$ cat config.mk
export PLATFORM = sky130hd
export DESIGN_NAME = id_scoreboard
export DESIGN_NICKNAME = d
export VERILOG_FILES = /design/src/rtl/id_scoreboard.sv
export SDC_FILE = /design/constraint.sdc
export NUM_CORES = 1
export LEC_CHECK = 0
export CORE_ASPECT_RATIO = 1.4
export CORE_MARGIN = 2
export CORE_UTILIZATION = 53
export CTS_BUF_LIST = sky130_fd_sc_hd__clkbuf_2 sky130_fd_sc_hd__clkbuf_4 sky130_fd_sc_hd__clkbuf_8
export CTS_CLUSTER_DIAMETER = 100
export DETAILED_ROUTE_END_ITERATION = 6
export GPL_TIMING_DRIVEN = 0
export PLACE_DENSITY_LB_ADDON = 0.2
export SLEW_MARGIN = 10
export SYNTH_ARGS = -nofsm -noshare
export SYNTH_HDL_FRONTEND = slang
export SYNTH_SLANG_ARGS = --single-unit
export TNS_END_PERCENT = 100
$ cat constraint.sdc
create_clock -name clk -period 5.2 [get_ports clk]
set_input_delay 1.56 -clock clk [delete_from_list [all_inputs] [get_ports clk]]
set_output_delay 1.56 -clock clk [all_outputs]
set_load 0.02 [all_outputs]
$ cat src/rtl/id_scoreboard.sv
// rtl/id_scoreboard.sv - per-register pending-write scoreboard gating ID issue
module id_scoreboard #(
  parameter int NREG  = 32,
  parameter int CNT_W = 2,
  parameter int TOT_W = 3
) (
  input  logic             clk,
  input  logic             resetn,
  input  logic             id_valid,
  input  logic             exe_allowin,
  input  logic             src1_valid,
  input  logic [4:0]       src1_addr,
  input  logic             src2_valid,
  input  logic [4:0]       src2_addr,
  input  logic             id_gr_we,
  input  logic [4:0]       id_dest,
  input  logic             wb_valid,
  input  logic             wb_gr_we,
  input  logic [4:0]       wb_dest,
  input  logic             flush,
  output logic             id_ready_go,
  output logic             id_fire,
  output logic [NREG-1:0]  busy_vec,
  output logic [TOT_W-1:0] inflight_cnt,
  output logic             err_underflow
);

  localparam logic [CNT_W-1:0] CNT_MAX = {CNT_W{1'b1}};

  logic [CNT_W-1:0] cnt     [NREG];
  logic [CNT_W-1:0] cnt_nxt [NREG];
  logic [TOT_W-1:0] tot_q;
  logic             err_q;

  logic haz1, haz2, full;
  logic issue, retire, same_reg, underflow, issue_eff, retire_eff;

  // Hazards look only at registered counters: a retire this cycle is not bypassed.
  always_comb begin
    haz1 = src1_valid && (src1_addr != 5'd0) && (cnt[src1_addr] != '0);
    haz2 = src2_valid && (src2_addr != 5'd0) && (cnt[src2_addr] != '0);
    full = id_gr_we && (id_dest != 5'd0) && (cnt[id_dest] == CNT_MAX);
  end

  assign id_ready_go = !(haz1 || haz2 || full);
  assign id_fire     = id_valid && id_ready_go && exe_allowin;

  always_comb begin
    issue      = id_fire && id_gr_we && (id_dest != 5'd0);
    retire     = wb_valid && wb_gr_we && (wb_dest != 5'd0);
    same_reg   = issue && retire && (id_dest == wb_dest);
    underflow  = retire && !same_reg && (cnt[wb_dest] == '0);
    issue_eff  = issue && !same_reg;
    retire_eff = retire && !same_reg && !underflow;
    for (int i = 0; i < NREG; i++) begin
      cnt_nxt[i] = cnt[i];
      if (issue_eff && (int'(id_dest) == i))
        cnt_nxt[i] = cnt[i] + CNT_W'(1);
      if (retire_eff && (int'(wb_dest) == i))
        cnt_nxt[i] = cnt[i] - CNT_W'(1);
    end
  end

  always_ff @(posedge clk) begin
    if (!resetn) begin
      for (int i = 0; i < NREG; i++) cnt[i] <= '0;
      tot_q <= '0;
      err_q <= 1'b0;
    end else if (flush) begin
      // Flush drops everything in flight but keeps the sticky error.
      for (int i = 0; i < NREG; i++) cnt[i] <= '0;
      tot_q <= '0;
    end else begin
      for (int i = 0; i < NREG; i++) cnt[i] <= cnt_nxt[i];
      if (issue_eff && !retire_eff)
        tot_q <= tot_q + TOT_W'(1);
      else if (retire_eff && !issue_eff)
        tot_q <= tot_q - TOT_W'(1);
      if (underflow)
        err_q <= 1'b1;
    end
  end

  for (genvar g = 0; g < NREG; g++) begin : g_busy
    assign busy_vec[g] = (g != 0) && (cnt[g] != '0);
  end

  assign inflight_cnt  = tot_q;
  assign err_underflow = err_q;

endmodule

==> flow_metrics.tcl, run 1 <==
set metrics [dict create \
    clockRootBuffer "clkbuf_8" \
    diodes 0 \
    fin_nets 778 \
    tns_ps 0 \
    grt_pass1_vias 5640 \
    seqPwrFrac 0.403 \
    required_ps 3640 \
    syn-instance-count 675 \
    hold_start "inflight_cnt[2]" \
    rr_startpoint "cnt[31][0]" \
    io_pins 68 \
    postRouteWirelength_um 21100 \
    dr.pass1.iters 6 \
    dpl.cell_count 870 \
    grt_overflow 0 \
    nFillCells 955 \
    cts_tree "done" \
    fin_crit_ps 5150 \
    setup_viol 0 \
    ant_nets 0 \
    dpl.hpwl_um 16000 \
    leakagePower_nw 2.61 \
    grt_pass1_wl_um 31800 \
    regToRegSetupSlack_ps 920 \
    synth-edff-count 62 \
    hold_viol 0 \
    synth_area_mm2 0.00576 \
    internal_power_mw 1.18 \
    worst_pin_slew_ps 788 \
    sw_frac_of_total 0.331 \
    initial_utilization 0.539 \
    slew_headroom 0.475 \
    drv_cap 0 \
    r2r-end "inflight_cnt[2]" \
    drc_errors 0 \
    cts_max_level 3 \
    ir_drop_mv 0.206 \
    design.die.area_mm2 0.0117 \
    fmax_mhz 194 \
    finalInstanceArea_mm2 0.00686 \
    slew_violations 0 \
    timing.final.crit_share 0.991 \
    crit_type "in -> out" \
    cts_sinks 68 \
    clockBufferDepth 2 \
    fin_skew_ps 8.86 \
    die_y_um 127 \
    place_congestion 0.996 \
    core_area_mm2 0.0107 \
    register_area_mm2 0.00198 \
    antenna_found_initial 0 \
    synth_flop_cell "edfxtp_1" \
    status "finished clean" \
    rows 45 \
    crit_chain "buf_6 -> mux4_2 -> a21oi_2 -> a2111oi_0 -> or4_4 -> a211oi_4 -> and3_1 -> buf_4" \
    grt_max_degree 12 \
    holdBufCountCts 0 \
    port-buffer-count 54 \
    clk_pin_slew_ps 80 \
    avgRoutedWirePerCell_um 23.7 \
    cts_made_buffers 9 \
    drive_gt1_frac 0.116 \
    vias 5847 \
    clk_latency_ps 370 \
    whs_path_depth 2 \
    synth_nets 707 \
    dpl_cell_area_mm2 0.00650 \
    total_power_mw 1.77 \
    stdcell_count 892 \
    cpPeakStageDelay_ps 530 \
    yosysWarnings 0 \
    slowest_stage "or4_4" \
    synth_seq_area_share 0.344 \
    worstPathMaxFanout 10 \
    power.share.combinational 0.298 \
    avgSynthCellArea_um2 8.54 \
    async_reset_ff_frac 0 \
    ys_ff_latch 68 \
    hp-class "reg -> reg" \
    end_kind "primary output" \
    start_kind "primary input" \
    min_to "inflight_cnt[2]" \
    grt_use_total 0.362 \
    power_density_mw_per_mm2 258 \
    grt_setup_unrepaired "true" \
    synth_cell_types 58 \
    drt_iter0_drc 743 \
    vias_per_cell 6.55 \
    r2r_cells 14 \
    die_w_um 92.1 \
    pwr-share-clk 0.299 \
    arrival_ps 3590 \
    multiInputGateArea_mm2 0.00347 \
    p_sw_uw 586 \
    areaGrowthSynthToFinish_pct 19.1 \
]
layer usage:
layer,vias up,share of wire,GRT usage
met2,398,0.49,0.609
met5,-,0,0
met1,2744,0.35,0.437
met4,0,0.070,0.224
li1,2608,-,-
met3,97,0.088,0.0513
power by group through the flow:
stage | clock network, mW | logic, mW | registers (mW)
after CTS | 0.525 | 0.514 | 0.710
after global placement | 0 | 0.489 | 0.718
after floorplan | 0 | 0.321 | 0.701
after global routing | 0.544 | 0.557 | 0.718
after detailed placement | 0 | 0.498 | 0.722
final | 0.530 | 0.527 | 0.713
synthesized netlist by cell type, types with 2 or more instances:
cell type | n | share of area
a31oi_1 | 4 | 0.0043
and4_1 | 4 | 0.0061
or3_1 | 6 | 0.0065
and2_1 | 18 | 0.020
a311o_1 | 11 | 0.019
nand3b_1 | 4 | 0.0052
o311ai_1 | 2 | 0.0030
a211o_1 | 7 | 0.011
a2111oi_0 | 4 | 0.0061
nor4b_1 | 2 | 0.0030
edfxtp_1 | 62 | 0.32
buf_4 | 2 | 0.0026
nor2b_1 | 10 | 0.011
xor2_1 | 31 | 0.047
nand3_1 | 46 | 0.040
nand4_1 | 2 | 0.0022
a21oi_1 | 42 | 0.036
mux2i_1 | 9 | 0.016
nor3b_1 | 19 | 0.025
mux4_2 | 20 | 0.078
o21ai_0 | 25 | 0.022
or2_2 | 6 | 0.0065
nand2_1 | 44 | 0.029
inv_1 | 35 | 0.023
and3_1 | 13 | 0.014
buf_2 | 8 | 0.0069
o32ai_1 | 2 | 0.0030
clkbuf_1 | 40 | 0.026
nor2_1 | 83 | 0.054
buf_6 | 2 | 0.0039
nand2b_1 | 9 | 0.0098
or4_1 | 5 | 0.0065
nor3_1 | 39 | 0.034
buf_1 | 5 | 0.0033
dfxtp_1 | 6 | 0.021
o211ai_1 | 10 | 0.013
o31ai_1 | 8 | 0.010
a211oi_1 | 4 | 0.0052
xnor2_1 | 7 | 0.011
cell families (layout without fill, tap and decap cells):
logic type | count (synthesis) | in the layout | share of synthesized area
adders and majority gates | 2 | 2 | 0.00564
xor gates and xnor gates | 38 | 38 | 0.0578
muxes | 30 | 30 | 0.0957
and+or+nand+nor | 317 | 317 | 0.284
AOI/OAI and AO/OA | 127 | 127 | 0.147
buffers and inverters | 92 | 168 | 0.0656
DFF | 68 | 68 | 0.344
other | 1 | 1 | 0.000651
registers in the layout, indices dropped and copies added (netlist names):
register / count
inflight_cnt: 3
cnt: 64
err_underflow: 1
what timing repair did:
item                                    4_1_cts  5_1_grt
endpoints found under the setup margin       53       26
buffers inserted                              6        0
pin swaps                                     3        3
resized for setup                            33       21
cell usage in the layout, fill, tap and decap left out, drive strengths merged, types with 20 or more instances in the layout:
master and count:
o21ai 25, xor2 31, a21oi 42, nor2 83, clkbuf 50, nor3 39
inv 35, mux4 20, nand2 44, nand3 46, clkdlybuf4s50 50, edfxtp 62
buf 25
worst max-delay path: cells and delay by family:
family | cells | cell delay, ps
AO/OA/AOI/OAI | 3 | 520
buffers and inverters | 2 | 270
multiplexers | 1 | 520
AND/OR/NAND/NOR | 2 | 710
stage by stage:
step / util / hold WS, ps / setup WS, ps
3_3_place_gp: 0.607 / 467 / -1070
2_1_floorplan: - / 454 / 46.5
6_report: 0.642 / 484 / 48.0
3_5_place_dp: 0.607 / 479 / -1100
5_1_grt: 0.642 / 517 / -3.00
4_1_cts: 0.640 / 490 / 2.36
area by class of cell:
class                      count  area share
timing repair buffer          60      0.0833
inverter                      35      0.0191
clock inverter                 7      0.0153
tap                          141      0.0257
multi-input combinational    515       0.506
buffer                        57      0.0439
sequential                    68       0.289
clock buffer                   9      0.0180
worst max path at each step:
| stage | startpoint | end | slack (ps) | depth (start not counted) |
|---|---|---|---|---|
| after floorplan | id_dest[0] | id_fire | 50 | 7 |
| final | id_dest[0] | id_fire | 50 | 8 |
| after global placement | src1_addr[3] | inflight_cnt[2] | -1070 | 14 |
| after global routing | id_dest[0] | id_fire | -3 | 10 |
| after CTS | id_dest[0] | id_fire | 2 | 8 |
| after detailed placement | src1_addr[3] | inflight_cnt[2] | -1100 | 14 |
Power figures use the tool's default switching activity.
==> inputs of run 2 (changes only) <==
- CORE_UTILIZATION: 53 -> 59
- clock period: 5.2 -> 4.9 ns (I/O delays scaled with it)
==> run 2 against run 1 <==
  * The flow now finishes with violations (setup timing)
  * Register-to-register slack worse by 230 ps
  * Cell count decreased by 3.5%
  * Count of clock-buffer cells in the layout stayed put
  * Core utilization rose by 8.5 points
  * Critical path depth up 2
  * Hold slack improved by 14 ps
  * Worst setup slack got worse by 120 ps
  * Sequential power grew 5.6%
  * Sequential share of layout area hardly changed
  * First-iteration DRC count up 13%
  * Final area increased by 0.16%
==> flow_metrics.tcl, run 2 (synthesis results as in run 1) <==
set metrics [dict create \
    status "finished, violations left" \
    violations "setup timing" \
    dpl_cell_area_mm2 0.00648 \
    leakagePower_nw 2.63 \
    drv_cap 0 \
    slew_headroom 0.503 \
    postRouteWirelength_um 21400 \
    slew_violations 0 \
    fin_skew_ps 13.8 \
    whs_path_depth 1 \
    dr.pass1.iters 5 \
    clk_pin_slew_ps 90 \
    avgRoutedWirePerCell_um 24.9 \
    io_pins 68 \
    design.die.area_mm2 0.0106 \
    stdcell_count 861 \
    r2r_cells 14 \
    worstPathMaxFanout 10 \
    cpPeakStageDelay_ps 580 \
    hp-class "reg -> reg" \
    place_congestion 0.989 \
    grt_use_total 0.410 \
    crit_chain "buf_12 -> buf_6 -> nand3_1 -> o21ai_0 -> o21ai_0 -> a2111oi_2 -> or4_4 -> a211oi_4 -> and3_4 -> buf_6" \
    slowest_stage "or4_4" \
    grt_setup_unrepaired "true" \
    drive_gt1_frac 0.132 \
    rr_startpoint "cnt[31][0]" \
    die_y_um 121 \
    port-buffer-count 54 \
    dp_slack_ps -1070 \
    final_common_cell "nor2_1" \
    rows 42 \
    cts_max_level 3 \
    grt_overflow 0 \
    dpl.cell_count 839 \
    grt_pass1_vias 5699 \
    grt_max_degree 15 \
    regToRegSetupSlack_ps 690 \
    power_density_mw_per_mm2 267 \
    die_w_um 87.5 \
    worst_pin_slew_ps 746 \
    fin_util 0.727 \
    ant_nets 0 \
    finalInstanceArea_mm2 0.00687 \
    whs_ps 499 \
    largest_reg_flops 64 \
    vias_per_cell 6.90 \
    cts_sinks 68 \
    diodes 0 \
    setup_viol 1 \
    fmax_mhz 201 \
    end_kind "primary output" \
    setup_ws_ps -75.2 \
    hold_start "cnt[0][1]" \
    areaGrowthSynthToFinish_pct 19.3 \
    ir_drop_mv 0.304 \
    dpl.hpwl_um 16200 \
    tns_ps -75.2 \
    holdBufCountCts 0 \
    cts_made_buffers 9 \
    fin_nets 778 \
    arrival_ps 3510 \
    clockRootBuffer "clkbuf_8" \
    cts_tree "done" \
    core_area_mm2 0.00946 \
    drc_errors 0 \
    drt_iter0_drc 842 \
    initial_utilization 0.609 \
    vias 5944 \
    crit_type "in -> out" \
    clockBufferDepth 2 \
    total_power_mw 1.84 \
    top_register "cnt" \
    hold_viol 0 \
    min_to "cnt[0][1]" \
    clk_latency_ps 370 \
    grt_pass1_wl_um 31900 \
    antenna_found_initial 0 \
    layout_common_cells "nor2_1, edfxtp_1, clkdlybuf4s50_1" \
    start_kind "primary input" \
    fin_crit_ps 4980 \
    timing.final.crit_share 1.02 \
    required_ps 3430 \
    r2r-end "inflight_cnt[2]" \
]
## run 2: cell types whose count changed in the layout (fill, tap and decap cells not counted), moves of 2 or more
cell,change
clkbuf_4,-2
clkbuf_8,+2
buf_4,-3
clkinv_1,-4
clkdlybuf4s50_1,-2
bufinv_16,-2
inv_6,+3
clkbuf_1,-3
## run 2: timing repair
action,in CTS,in global routing
setup buffers,3,2
setup endpoints to repair,79,26
gates cloned,0,1
resized for setup,42,25
pin swaps,4,9
## run 2: routing by layer
| metal | up-vias | GRT usage | share of wire |
|---|---|---|---|
| met5 | - | 0 | 0 |
| met4 | 0 | 0.263 | 0.074 |
| met3 | 120 | 0.0544 | 0.097 |
| met2 | 451 | 0.670 | 0.49 |
| met1 | 2774 | 0.501 | 0.34 |
| li1 | 2599 | - | - |
## run 2: area by class of cell
class / instances / area (µm²)
multi-input cells: 515 / 3490
fillers: 744 / 2580
flip-flops and latches: 68 / 1980
repair buffers: 60 / 601
plain buffers: 57 / 330
well taps: 110 / 138
inverters: 35 / 131
clock buffers: 9 / 124
clock inverters: 7 / 81.3
## run 2: where the power goes
part           switching (mW)  internal [mW]  total (mW)  leakage [nW]
clock                   0.269          0.244       0.513         0.107
combinational           0.330          0.239       0.569          1.80
sequential             0.0646          0.688       0.753         0.730
total                   0.664           1.17        1.84          2.63
## run 2: worst max-delay path by stage
stage	start	end	slack (ps)	depth (start not counted)
after global routing	id_dest[0]	id_fire	-130	8
after global placement	src2_addr[2]	cnt[6][0]	-1030	12
after detailed placement	src2_addr[2]	cnt[6][0]	-1070	12
final	id_dest[0]	id_fire	-80	10
after floorplan	id_dest[0]	id_fire	-8	7
after CTS	src2_addr[2]	id_fire	-40	9
## run 2: worst max-delay path, delay by kind of cell
| kind | cells | cell delay (ps) |
|---|---|---|
| buffers and inverters | 3 | 370 |
| and+or+nand+nor | 3 | 940 |
| AOI/OAI and AO/OA | 4 | 700 |
==> inputs of run 3 (changes only) <==
- CORE_UTILIZATION: 59 -> 47
- PLACE_DENSITY: default -> 0.66
- PLACE_DENSITY_LB_ADDON: 0.2 -> default
==> run 3 against run 2 <==
  * Final area increased by 1.1%
  * Maximum frequency down 0.74%
  * Combinational power about the same
  * Clock power grew 1%
  * Clock skew grew 2.5 ps
  * Worst setup slack worse by 37 ps
  * The flow still finishes with violations (setup timing)
  * Wire length up 2.1%
  * Total power up 0.75%
==> flow_metrics.tcl, run 3 (synthesis results as in run 1) <==
set metrics [dict create \
    vias 5784 \
    die_y_um 135 \
    cts_max_level 3 \
    cts_made_buffers 9 \
    setup_ws_ps -112 \
    ant_nets 0 \
    finalInstanceArea_mm2 0.00695 \
    clockBufferDepth 2 \
    grt_use_total 0.331 \
    rr_startpoint "cnt[31][0]" \
    hp-class "reg -> reg" \
    crit_start "id_dest[0]" \
    cts_sinks 68 \
    leakagePower_nw 2.64 \
    grt_pass1_wl_um 32900 \
    drt_iter0_drc 528 \
    holdBufCountCts 0 \
    crit_type "in -> out" \
    regToRegSetupSlack_ps 600 \
    stdcell_count 899 \
    fin_nets 780 \
    fin_crit_ps 5010 \
    top_register "cnt" \
    nFillCells 1101 \
    antenna_found_initial 0 \
    core_area_mm2 0.0119 \
    arrival_ps 3540 \
    areaGrowthSynthToFinish_pct 20.6 \
    grt_max_degree 13 \
    dpl.hpwl_um 16800 \
    rows 47 \
    die_w_um 97.6 \
    end_kind "primary output" \
    worstPathMaxFanout 10 \
    initial_utilization 0.485 \
    r2r_cells 15 \
    r2r-end "inflight_cnt[2]" \
    design.die.area_mm2 0.0132 \
    start_kind "primary input" \
    status "finished, violations left" \
    dpl.cell_count 876 \
    cts_tree "done" \
    grt_overflow 0 \
    worst_pin_slew_ps 803 \
    io_pins 68 \
    fin_skew_ps 16.3 \
    slew_headroom 0.465 \
    register_area_mm2 0.00198 \
    grt_pass1_vias 5750 \
    violations "setup timing" \
    slew_violations 0 \
    place_congestion 0.990 \
    multiInputGateArea_mm2 0.00350 \
    hold_viol 0 \
    port-buffer-count 54 \
    avgRoutedWirePerCell_um 24.4 \
    dr.pass1.iters 5 \
    power_density_mw_per_mm2 266 \
    setup_viol 2 \
    crit_end "id_fire" \
    largest_reg_flops 64 \
    ir_drop_mv 0.239 \
    final_common_cell "nor2_1" \
    vias_per_cell 6.43 \
    clk_pin_slew_ps 80 \
    grt_setup_unrepaired "true" \
    timing.final.crit_share 1.02 \
    drc_errors 0 \
    postRouteWirelength_um 21900 \
    clockRootBuffer "clkbuf_8" \
    required_ps 3430 \
    drive_gt1_frac 0.136 \
    diodes 0 \
    fmax_mhz 200 \
    clk_latency_ps 360 \
    dpl_cell_area_mm2 0.00653 \
    drv_cap 0 \
    layout_common_cells "nor2_1, edfxtp_1, clkdlybuf4s50_1" \
]
==> run 3: changes by cell type in the layout (fill, tap and decap cells not counted), moves of 2 or more <==
cell / change
buf_4: +6
nor3_1: -3
nor3_2: +3
o21ai_0: -3
o21ai_1: +3
buf_6: -2
clkbuf_1: -2
clkbuf_4: +2
inv_6: -2
==> run 3: where the power goes <==
group	leakage (nW)	internal [mW]	switching (mW)
clock	0.103	0.285	0.236
sequential	0.730	0.689	0.0677
combinational	1.80	0.245	0.328
total	2.64	1.22	0.631
==> run 3: how the worst min path moves through the flow <==
stage | start | to | slack, ps | cells past startpoint
floorplan | cnt[0][1] | cnt[0][1] | 450 | 1
global placement | inflight_cnt[2] | inflight_cnt[2] | 470 | 2
detailed placement | err_underflow | err_underflow | 480 | 2
CTS | inflight_cnt[2] | inflight_cnt[2] | 500 | 2
global route | inflight_cnt[2] | inflight_cnt[2] | 520 | 2
finish | cnt[0][0] | cnt[0][0] | 500 | 1
==> run 3: layout make-up <==
class,instances,area share
Inverter,35,0.0189
Clock inverter,6,0.0128
Buffer,57,0.0468
Clock buffer,9,0.0178
Tap cell,147,0.0265
Timing Repair Buffer,62,0.0884
Sequential cell,68,0.285
Multi-Input combinational cell,515,0.504
==> run 3: critical path: stages <==
cell       delay (ps)
bufbuf_16         240
buf_6             130
nand3_1            70
o21ai_0            80
a211oi_1          260
a2111oi_1         100
or4_4             590
a211oi_4          260
and3_4            220
buf_6             110
==> run 3: layer usage <==
metal / track usage / up-vias / part of all wire
met5: 0 / - / 0
met2: 0.549 / 335 / 0.48
li1: - / 2608 / -
met4: 0.241 / 0 / 0.082
met1: 0.390 / 2748 / 0.37
met3: 0.0497 / 93 / 0.072
==> run 3: stage by stage <==
step / power [mW] / utilization / setup TNS [ps] / setup slack (ps) / hold slack [ps]
5_1_grt: 1.92 / 0.585 / -239 / -139 / 518
6_report: 1.85 / 0.585 / -192 / -112 / 499
2_1_floorplan: 1.09 / - / -7.74 / -7.74 / 454
4_1_cts: 1.84 / 0.580 / -102 / -102 / 498
3_3_place_gp: 1.29 / 0.550 / -60710 / -1070 / 469
3_5_place_dp: 1.30 / 0.550 / -61870 / -1100 / 482
==> run 3: what timing repair did <==
item / 4_1_cts / 5_1_grt
cloned: 1 / 0
setup endpoints to repair: 76 / 29
gates resized for setup: 48 / 29
buffers inserted: 4 / 3
pin swaps: 10 / 7
